<file path="src/rtl/stopwatch_mode_ctrl.sv">
// Run/stop/edit mode controller for the stopwatch: tracks RUN/STOP/EDIT, the
// selected edit unit, the idle auto-exit timeout and the edit blink phase.
module stopwatch_mode_ctrl #(
  parameter int NUM_UNITS          = 2,
  parameter int DIGITS_PER_UNIT    = 2,
  parameter int BLINK_HALF_TICKS   = 250,
  parameter int EDIT_TIMEOUT_TICKS = 5000,
  localparam int UW = ($clog2(NUM_UNITS) > 1) ? $clog2(NUM_UNITS) : 1,
  localparam int W  = NUM_UNITS * DIGITS_PER_UNIT
) (
  input  logic          iClk,
  input  logic          iRstn,
  input  logic          iTick,
  input  logic          iRunToggle,
  input  logic          iEditModeToggle,
  input  logic          iUnitNext,
  input  logic          iUnitPrev,
  input  logic          iEditActivity,
  output logic          oRun,
  output logic          oEditEn,
  output logic [UW-1:0] oEditUnit,
  output logic [W-1:0]  oBlinkMask,
  output logic [W-1:0]  oBlankMask,
  output logic          oEditExit,
  output logic          oTimeout
);

  localparam int BW = (BLINK_HALF_TICKS > 1) ? $clog2(BLINK_HALF_TICKS) : 1;
  localparam int TW = (EDIT_TIMEOUT_TICKS > 1) ? $clog2(EDIT_TIMEOUT_TICKS) : 1;

  localparam logic [BW-1:0] BLINK_LAST =
    BW'((BLINK_HALF_TICKS > 0) ? BLINK_HALF_TICKS - 1 : 0);
  localparam logic [TW-1:0] TMO_LAST =
    TW'((EDIT_TIMEOUT_TICKS > 0) ? EDIT_TIMEOUT_TICKS - 1 : 0);
  localparam logic [UW-1:0] UNIT_LAST = UW'(NUM_UNITS - 1);

  typedef enum logic [1:0] {
    ST_RUN  = 2'd0,
    ST_STOP = 2'd1,
    ST_EDIT = 2'd2
  } state_e;

  state_e        state_q, state_d;
  logic          ret_stop_q, ret_stop_d;
  logic [UW-1:0] unit_q, unit_d;
  logic [TW-1:0] tmo_cnt_q, tmo_cnt_d;
  logic [BW-1:0] blink_cnt_q, blink_cnt_d;
  logic          phase_q, phase_d;

  logic          run_q, run_d;
  logic          edit_en_q, edit_en_d;
  logic [UW-1:0] edit_unit_q, edit_unit_d;
  logic [W-1:0]  blink_mask_q, blink_mask_d;
  logic [W-1:0]  blank_mask_q, blank_mask_d;
  logic          edit_exit_q, edit_exit_d;
  logic          timeout_q, timeout_d;

  logic nav_next, nav_prev, tmo_hit;

  // Unit 0 owns the leftmost (most significant) digit group.
  function automatic logic [W-1:0] unit_mask(input logic [UW-1:0] unit);
    logic [W-1:0] mask;
    mask = '0;
    for (int k = 0; k < NUM_UNITS; k++) begin
      if (unit == UW'(k)) mask[W-1-k*DIGITS_PER_UNIT -: DIGITS_PER_UNIT] = '1;
    end
    return mask;
  endfunction

  // NOTE: every signal gets a default before any branch, so no path can leave
  // one unassigned and infer a latch.
  always_comb begin
    state_d     = state_q;
    ret_stop_d  = ret_stop_q;
    unit_d      = unit_q;
    tmo_cnt_d   = tmo_cnt_q;
    blink_cnt_d = blink_cnt_q;
    phase_d     = phase_q;
    timeout_d   = 1'b0;

    nav_next = iUnitNext & ~iUnitPrev;
    nav_prev = iUnitPrev & ~iUnitNext;
    // Activity in the tick cycle restarts the count instead of expiring it.
    tmo_hit  = (EDIT_TIMEOUT_TICKS != 0) && iTick && !iEditActivity &&
               (tmo_cnt_q == TMO_LAST);

    unique case (state_q)
      ST_RUN, ST_STOP: begin
        if (iEditModeToggle) begin
          state_d    = ST_EDIT;
          ret_stop_d = (state_q == ST_STOP);
          unit_d     = '0;
        end else if (iRunToggle) begin
          state_d = (state_q == ST_RUN) ? ST_STOP : ST_RUN;
        end
      end
      ST_EDIT: begin
        if (iEditModeToggle) begin
          state_d = ret_stop_q ? ST_STOP : ST_RUN;
        end else if (tmo_hit) begin
          state_d   = ret_stop_q ? ST_STOP : ST_RUN;
          timeout_d = 1'b1;
        end else begin
          if (nav_next) begin
            unit_d = (unit_q == UNIT_LAST) ? '0 : unit_q + UW'(1);
          end else if (nav_prev) begin
            unit_d = (unit_q == '0) ? UNIT_LAST : unit_q - UW'(1);
          end

          if (nav_next || nav_prev || iEditActivity) begin
            tmo_cnt_d   = '0;
            blink_cnt_d = '0;
            phase_d     = 1'b0;
          end else if (iTick) begin
            if (EDIT_TIMEOUT_TICKS != 0) tmo_cnt_d = tmo_cnt_q + TW'(1);
            if (blink_cnt_q == BLINK_LAST) begin
              blink_cnt_d = '0;
              phase_d     = ~phase_q;
            end else begin
              blink_cnt_d = blink_cnt_q + BW'(1);
            end
          end
        end
      end
      default: state_d = ST_RUN;
    endcase

    // Counters sit at zero outside EDIT, which also gives a clean start on entry.
    if (state_d != ST_EDIT) begin
      tmo_cnt_d   = '0;
      blink_cnt_d = '0;
      phase_d     = 1'b0;
    end

    run_d        = (state_d == ST_RUN);
    edit_en_d    = (state_d == ST_EDIT);
    edit_unit_d  = edit_en_d ? unit_d : '0;
    blink_mask_d = edit_en_d ? unit_mask(unit_d) : '0;
    blank_mask_d = phase_d ? blink_mask_d : '0;
    edit_exit_d  = (state_q == ST_EDIT) && (state_d != ST_EDIT);
  end

  // NOTE: non-blocking assignments so every flop samples pre-edge values,
  // independent of statement order.
  always_ff @(posedge iClk or negedge iRstn) begin
    if (!iRstn) begin
      state_q      <= ST_RUN;
      ret_stop_q   <= 1'b0;
      unit_q       <= '0;
      tmo_cnt_q    <= '0;
      blink_cnt_q  <= '0;
      phase_q      <= 1'b0;
      run_q        <= 1'b1;
      edit_en_q    <= 1'b0;
      edit_unit_q  <= '0;
      blink_mask_q <= '0;
      blank_mask_q <= '0;
      edit_exit_q  <= 1'b0;
      timeout_q    <= 1'b0;
    end else begin
      state_q      <= state_d;
      ret_stop_q   <= ret_stop_d;
      unit_q       <= unit_d;
      tmo_cnt_q    <= tmo_cnt_d;
      blink_cnt_q  <= blink_cnt_d;
      phase_q      <= phase_d;
      run_q        <= run_d;
      edit_en_q    <= edit_en_d;
      edit_unit_q  <= edit_unit_d;
      blink_mask_q <= blink_mask_d;
      blank_mask_q <= blank_mask_d;
      edit_exit_q  <= edit_exit_d;
      timeout_q    <= timeout_d;
    end
  end

  assign oRun       = run_q;
  assign oEditEn    = edit_en_q;
  assign oEditUnit  = edit_unit_q;
  assign oBlinkMask = blink_mask_q;
  assign oBlankMask = blank_mask_q;
  assign oEditExit  = edit_exit_q;
  assign oTimeout   = timeout_q;

endmodule

</file>
<file path="config.mk">
export PLATFORM = sky130hd
export DESIGN_NAME = stopwatch_mode_ctrl
export DESIGN_NICKNAME = d
export VERILOG_FILES = /design/src/rtl/stopwatch_mode_ctrl.sv
export SDC_FILE = /design/constraint.sdc
export NUM_CORES = 1
export LEC_CHECK = 0
export BUFFER_PORTS_ARGS = -buffer_cell sky130_fd_sc_hd__buf_4
export CAP_MARGIN = 10
export CORE_AREA = 3 3 59 66
export DETAILED_ROUTE_END_ITERATION = 7
export DIE_AREA = 0 0 62 69
export GPL_ROUTABILITY_DRIVEN = 0
export PLACE_DENSITY = 0.74
export RECOVER_POWER = 50
export SYNTH_ARGS = -nofsm -noshare
export SYNTH_HDL_FRONTEND = slang
export SYNTH_SLANG_ARGS = --single-unit
</file>
<file path="constraint.sdc">
create_clock -name iClk -period 2.2 [get_ports iClk]
set_input_delay 0.22 -clock iClk [delete_from_list [all_inputs] [get_ports iClk]]
set_output_delay 0.22 -clock iClk [all_outputs]
set_load 0.02 [all_outputs]
</file>
==> results of run 1 <==
[layout by cell type, fill, tap and decap left out, drive strengths merged, types with 4 or more instances in the layout]
cell / netlist / layout
dfrtp: 33 / 33
buf: 10 / 22
nor2: 20 / 20
nand2: 16 / 16
clkbuf: 3 / 13
inv: 11 / 11
a21oi: 9 / 9
nor3: 8 / 8
nand3: 7 / 7
o21ai: 7 / 7
nor2b: 6 / 6
nand4: 5 / 5
o22ai: 5 / 5
ha: 5 / 5
nand2b: 5 / 5
xnor2: 4 / 4
[sequential cells by signal (all words and copies together), names as in the netlist]
signal and flops:
oEditExit 1, unit_q 1, blink_cnt_q 8, tmo_cnt_q 13, oTimeout 1, ret_stop_q 1, oEditEn 1, state_q 2
phase_q 1, oBlinkMask 2, oRun 1, oBlankMask 2
[synth_stat cells, drive strengths merged (6+ instances only)]
library cell and number:
a21oi 9, buf 10, dfrtp 33, inv 11, nand2 16, nand3 7, nor2 20, nor2b 6
nor3 8, o21ai 7
[worst max-delay path, stage by stage (launching register included)]
cell and delay (ns):
dfrtp_1 0.45, or4_4 0.57, nor4_4 0.26, buf_4 0.25, o21ai_4 0.10, a41o_1 0.21, a21o_1 0.17
[metrics by stage]
stage	area, um^2	power (mW)	std cells	setup WS [ns]	util, %
CTS	2150	1.46	269	0.0788	64.7
detailed placement	2070	1.01	260	0.0961	62.1
floorplan	1890	0.913	197	0.274	-
global route	2130	1.51	269	0.0235	64.0
finish	2130	1.43	269	0.0883	64.0
global placement	2070	1.00	260	0.179	62.1
[layer usage]
metal | track usage, % | vias up | wire length, um
li1 | - | 740 | -
met1 | 24.8 | 723 | 1660
met2 | 28.7 | 46 | 1800
met3 | 3.56 | 9 | 173
met4 | 12.7 | 0 | 116
met5 | 0 | - | 0
[what timing repair did]
| item | in CTS | in global routing |
|---|---|---|
| setup buffers | 0 | 0 |
| setup endpoints to repair | 0 | 2 |
| endpoints found under the hold margin | 33 | 0 |
| hold buffers | 1 | 0 |
[cell type report]
class                           instances  share of cell area, %
Timing Repair Buffer                   29                   9.33
Sequential cell                        34                   39.9
Inverter                               11                   1.94
Multi-Input combinational cell        139                   42.5
Clock buffer                            7                   2.11
Tap cell                               48                   2.82
Clock inverter                          1                   1.41
[logic make-up after synthesis]
group / Yosys count / synth area share [%]
AO/OA/AOI/OAI: 38 / 14.1
XOR/XNOR: 6 / 2.77
adder cells (fa/ha/maj): 5 / 3.30
buffers and inverters: 24 / 7.20
flip-flops: 34 / 45.0
multiplexers: 1 / 0.594
AND/OR/NAND/NOR: 89 / 27.0
[path summary, 6_finish.rpt]
| check | end | slack (ns) |
|---|---|---|
| min in group asynchronous | oBlinkMask[1]$_DFF_PN0_ | 0.50 |
| max | blink_cnt_q[7]$_DFFE_PN0P_ | 0.09 |
| min reg2reg | blink_cnt_q[7]$_DFFE_PN0P_ | 0.51 |
| max reg2reg | blink_cnt_q[7]$_DFFE_PN0P_ | 0.09 |
| min | state_q[0]$_DFF_PN0_ | 0.19 |
| max in group asynchronous | tmo_cnt_q[11]$_DFFE_PN0P_ | 1.18 |
[power by group through the flow]
stage	registers, mW	clock network (mW)	logic [mW]
2_1_floorplan	0.728	0	0.186
3_5_place_dp	0.713	0	0.299
6_report	0.701	0.442	0.290
5_1_grt	0.708	0.480	0.318
3_3_place_gp	0.710	0	0.295
4_1_cts	0.701	0.459	0.301
==> impl_metrics.env, run 1 <==
export IMPL_status="complete, no violations"
export IMPL_ctsResizeCount=0
export IMPL_core_mm2=0.00333
export IMPL_synth_area_top_cells="dfrtp_1 (44%), nor2_1 (3.8%), ha_1 (3.3%)"
export IMPL_switchingPower_mw=0.408
export IMPL_p_comb_share_pct=20.2
export IMPL_slew_viol_final=0
export IMPL_critPathRequiredTime_ns=2.44
export IMPL_whs_ns=0.186
export IMPL_relSlewSlack_pct=45.3
export IMPL_hpwl_um=2800
export IMPL_seqPwrFrac_pct=48.9
export IMPL_end_kind="flop"
export IMPL_reg2reg_depth=6
export IMPL_wl_um=3740
export IMPL_finalHoldViolations=0
export IMPL_clk_pin_slew_ns=0.10
export IMPL_synth_top_area_share_pct=43.6
export IMPL_synth_cell_types=53
export IMPL_cts_buffers=5
export IMPL_async_reset_ff_share_pct=100
export IMPL_synth_nets=210
export IMPL_cap_violations=0
export IMPL_die_width_um=62
export IMPL_antenna_left=0
export IMPL_viasPerCell=5.64
export IMPL_seqCellArea_um2=852
export IMPL_grt_pass1_wl_um=6270
export IMPL_cts_tree="built"
export IMPL_rows=22
export IMPL_grt_ovfl_total=0
export IMPL_leakagePower_nw=0.928
export IMPL_rr_startpoint="tmo_cnt_q[5]$_DFFE_PN0P_"
export IMPL_dieHeight_um=69
export IMPL_clock_latency_ns=0.33
export IMPL_p_sw_share_pct=28.5
export IMPL_synth_edf_count=0
export IMPL_synth_avg_cell_area_um2=9.62
export IMPL_crit_fanout=9
export IMPL_syn_inst=197
export IMPL_synth_seq_cells=34
export IMPL_p_per_area_mw_per_mm2=672
export IMPL_num_antenna_cells=0
export IMPL_cts_sinks=34
export IMPL_tightest_slew_ns=0.820
export IMPL_max_clock_freq_mhz=474
export IMPL_critPathKind="reg -> reg"
export IMPL_track_usage_pct=19.4
export IMPL_ys_flop_type="dfrtp_1"
export IMPL_crit_start="tmo_cnt_q[5]$_DFFE_PN0P_"
export IMPL_start_util_pct=56.9
export IMPL_grt_max_degree=35
export IMPL_dr_total_vias=1518
export IMPL_clock_path_buffers=2
export IMPL_nNetsFinal=233
export IMPL_wire_per_inst_um=13.9
export IMPL_drc=0
export IMPL_pwr_share_clk_pct=30.8
export IMPL_synth_largest_area_cell="dfrtp_1"
export IMPL_fin_crit_sh_pct=96.0
export IMPL_nFillCells=276
export IMPL_port_buffers=20
export IMPL_die_area_mm2=0.00428
export IMPL_worstHoldStart="iRunToggle"
export IMPL_htree_levels=2
export IMPL_hold_path_class="in -> reg"
export IMPL_p_int_mw=1.02
export IMPL_boundaryPins=21
export IMPL_ir_worst_vdd_mv=0.348
export IMPL_yosysWarnings=0
export IMPL_arrival_ns=2.35
export IMPL_syn_area_mm2=0.00189
export IMPL_root_buffer="clkbuf_4"
export IMPL_grt_antenna_before_repair=0
export IMPL_crit_path_start_kind="flop"
export IMPL_area_growth_pct=12.6
export IMPL_multi_input_area_um2=906
export IMPL_yosysSeqAreaShare_pct=45.0
export IMPL_rsz0062_at_grt="no"
export IMPL_holdPathStages=4
export IMPL_clock_skew_ns=0.0101
export IMPL_firstDrtPassIters=4
export IMPL_fin_setup_tns_ns=0
export IMPL_grt_pass1_vias=1479
export IMPL_drive_gt1_share_pct=19.9
export IMPL_dr_first_iter_drc_count=89
export IMPL_post_route_min_period_ns=2.11
export IMPL_setup_viol=0
Power figures use the tool's default switching activity.
==> run 2: changes to the inputs <==
Settings changed: CORE_AREA 3 3 59 66 to 3 3 70 79, DIE_AREA 0 0 62 69 to 0 0 73 82, PLACE_DENSITY 0.74 to 0.54.
==> run 2 against run 1 <==
Net effect:
- sequential share of layout area decreased by 1.0 points
- die area increased by 40%
- clock-buffer cell count decreased by 2
- critical endpoint is now blink_cnt_q[0]$_DFFE_PN0P_
==> impl_metrics.env, run 2 (synthesis results as in run 1) <==
export IMPL_status="complete, no violations"
export IMPL_global_route_usage_met2_pct=27.5
export IMPL_wl_um=4060
export IMPL_cap_violations=0
export IMPL_worstPathCellList="nand2b_2 > or2_0 > nor4b_4 > nand2_1 > o21ai_0"
export IMPL_grt_pass1_wl_um=7110
export IMPL_layout_commonest_cell="dfrtp_1"
export IMPL_drc=0
export IMPL_critPathRequiredTime_ns=2.40
export IMPL_critPathKind="reg -> reg"
export IMPL_setup_viol=0
export IMPL_drive_gt1_share_pct=22.1
export IMPL_grt_antenna_before_repair=0
export IMPL_arrival_ns=2.22
export IMPL_fin_crit_sh_pct=92.0
export IMPL_cp_slowest_cell="nor4b_4"
export IMPL_root_buffer="clkbuf_8"
export IMPL_clock_skew_ns=0.00198
export IMPL_tightest_slew_ns=0.832
export IMPL_viasPerCell=5.26
export IMPL_hold_path_class="in -> reg"
export IMPL_hpwl_um=3060
export IMPL_rr_startpoint="state_q[0]$_DFF_PN0_"
export IMPL_cts_tree="built"
export IMPL_final_cell_mix="dfrtp_1 (33), buf_4 (27), nor2_1 (19)"
export IMPL_cts_sinks=34
export IMPL_port_buffers=20
export IMPL_cpPeakStageDelay_ns=0.49
export IMPL_top_regs="tmo_cnt_q (13), blink_cnt_q (8)"
export IMPL_boundaryPins=21
export IMPL_die_width_um=73
export IMPL_crit_path_start_kind="flop"
export IMPL_holdPathStages=4
export IMPL_finalHoldViolations=0
export IMPL_grt_ovfl_total=0
export IMPL_worstHoldStart="iRunToggle"
export IMPL_ctsResizeCount=0
export IMPL_largest_reg_flops=13
export IMPL_fin_setup_tns_ns=0
export IMPL_track_usage_pct=15.6
export IMPL_dr_total_vias=1494
export IMPL_ir_worst_vdd_mv=0.240
export IMPL_p_per_area_mw_per_mm2=649
export IMPL_end_kind="flop"
export IMPL_dr_first_iter_drc_count=90
export IMPL_antenna_left=0
export IMPL_relSlewSlack_pct=44.5
export IMPL_max_clock_freq_mhz=494
export IMPL_grt_pass1_vias=1579
export IMPL_wire_per_inst_um=14.3
export IMPL_largest_register="tmo_cnt_q"
export IMPL_firstDrtPassIters=4
export IMPL_crit_fanout=8
export IMPL_post_route_min_period_ns=2.02
export IMPL_postCtsSetupBuffers=0
export IMPL_met3_usage_pct=4.41
export IMPL_htree_levels=2
export IMPL_busiest_layer="met2"
export IMPL_num_antenna_cells=0
export IMPL_leakagePower_nw=0.959
export IMPL_dieHeight_um=82
export IMPL_nNetsFinal=239
export IMPL_rows=27
export IMPL_core_mm2=0.00490
export IMPL_rsz0062_at_grt="no"
export IMPL_reg2reg_depth=5
export IMPL_reg2reg_to="blink_cnt_q[0]$_DFFE_PN0P_"
export IMPL_rrSetupSlack_ns=0.18
export IMPL_cts_buffers=5
export IMPL_grt_max_degree=35
export IMPL_met1_usage_pct=17.7
export IMPL_clk_pin_slew_ns=0.07
export IMPL_crit_start="state_q[0]$_DFF_PN0_"
export IMPL_min_to="state_q[0]$_DFF_PN0_"
export IMPL_start_util_pct=38.7
export IMPL_final_util_pct=44.7
export IMPL_slew_viol_final=0
export IMPL_area_growth_pct=15.7
export IMPL_clock_path_buffers=2
export IMPL_die_area_mm2=0.00599
export IMPL_clock_latency_ns=0.27
-- run 2: worst max-delay path by stage --
| stage | end | cells past startpoint |
|---|---|---|
| floorplan | blink_cnt_q[7]$_DFFE_PN0P_ | 6 |
| global placement | blink_cnt_q[0]$_DFFE_PN0P_ | 5 |
| detailed placement | blink_cnt_q[0]$_DFFE_PN0P_ | 5 |
| CTS | blink_cnt_q[0]$_DFFE_PN0P_ | 5 |
| global route | blink_cnt_q[0]$_DFFE_PN0P_ | 5 |
| finish | blink_cnt_q[0]$_DFFE_PN0P_ | 5 |
-- run 2: report_power, final --
group          switching [mW]  internal [mW]  leakage, nW  total [mW]
registers              0.0261          0.668        0.463       0.694
clock network           0.211          0.212       0.0438       0.423
logic                   0.183          0.121        0.453       0.304
total                   0.420           1.00        0.959        1.42
-- run 2: per-layer routing --
metal / part of all wire [%] / vias to the layer above
li1: - / 753
met4: 0.71 / 0
met3: 5.2 / 2
met2: 50 / 34
met1: 44 / 705
met5: 0 / -
-- run 2: timing repair --
item,in CTS,in global routing
hold endpoints to repair,33,0
hold buffers,1,0
setup endpoints to repair,0,1
-- run 2: stage by stage --
stage          hold WS [ns]  total power [mW]  setup WS (ns)  instances  instance area (um^2)
4_1_cts               0.224              1.46          0.149        284                  2220
2_1_floorplan       -0.0756             0.913          0.274        197                  1890
3_5_place_dp          0.198              1.03          0.170        276                  2130
5_1_grt               0.300              1.51         0.0140        284                  2190
3_3_place_gp          0.194              1.02          0.212        276                  2130
6_report              0.234              1.42          0.176        284                  2190
-- run 2: final cells by class --
class / count / area (um^2)
multi-input cells: 139 / 906
repair buffers: 35 / 240
clock buffers: 5 / 68.8
inverters: 11 / 41.3
clock inverters: 2 / 10.0
flip-flops and latches: 34 / 852
fillers: 461 / 2710
well taps: 58 / 72.6
-- run 2: critical path: cells and delay by family, from the launching register on --
family	cells	cell delay (ns)
AO/OA/AOI/OAI	1	0.18
AND/OR/NAND/NOR	4	1.31
flip-flops	1	0.46
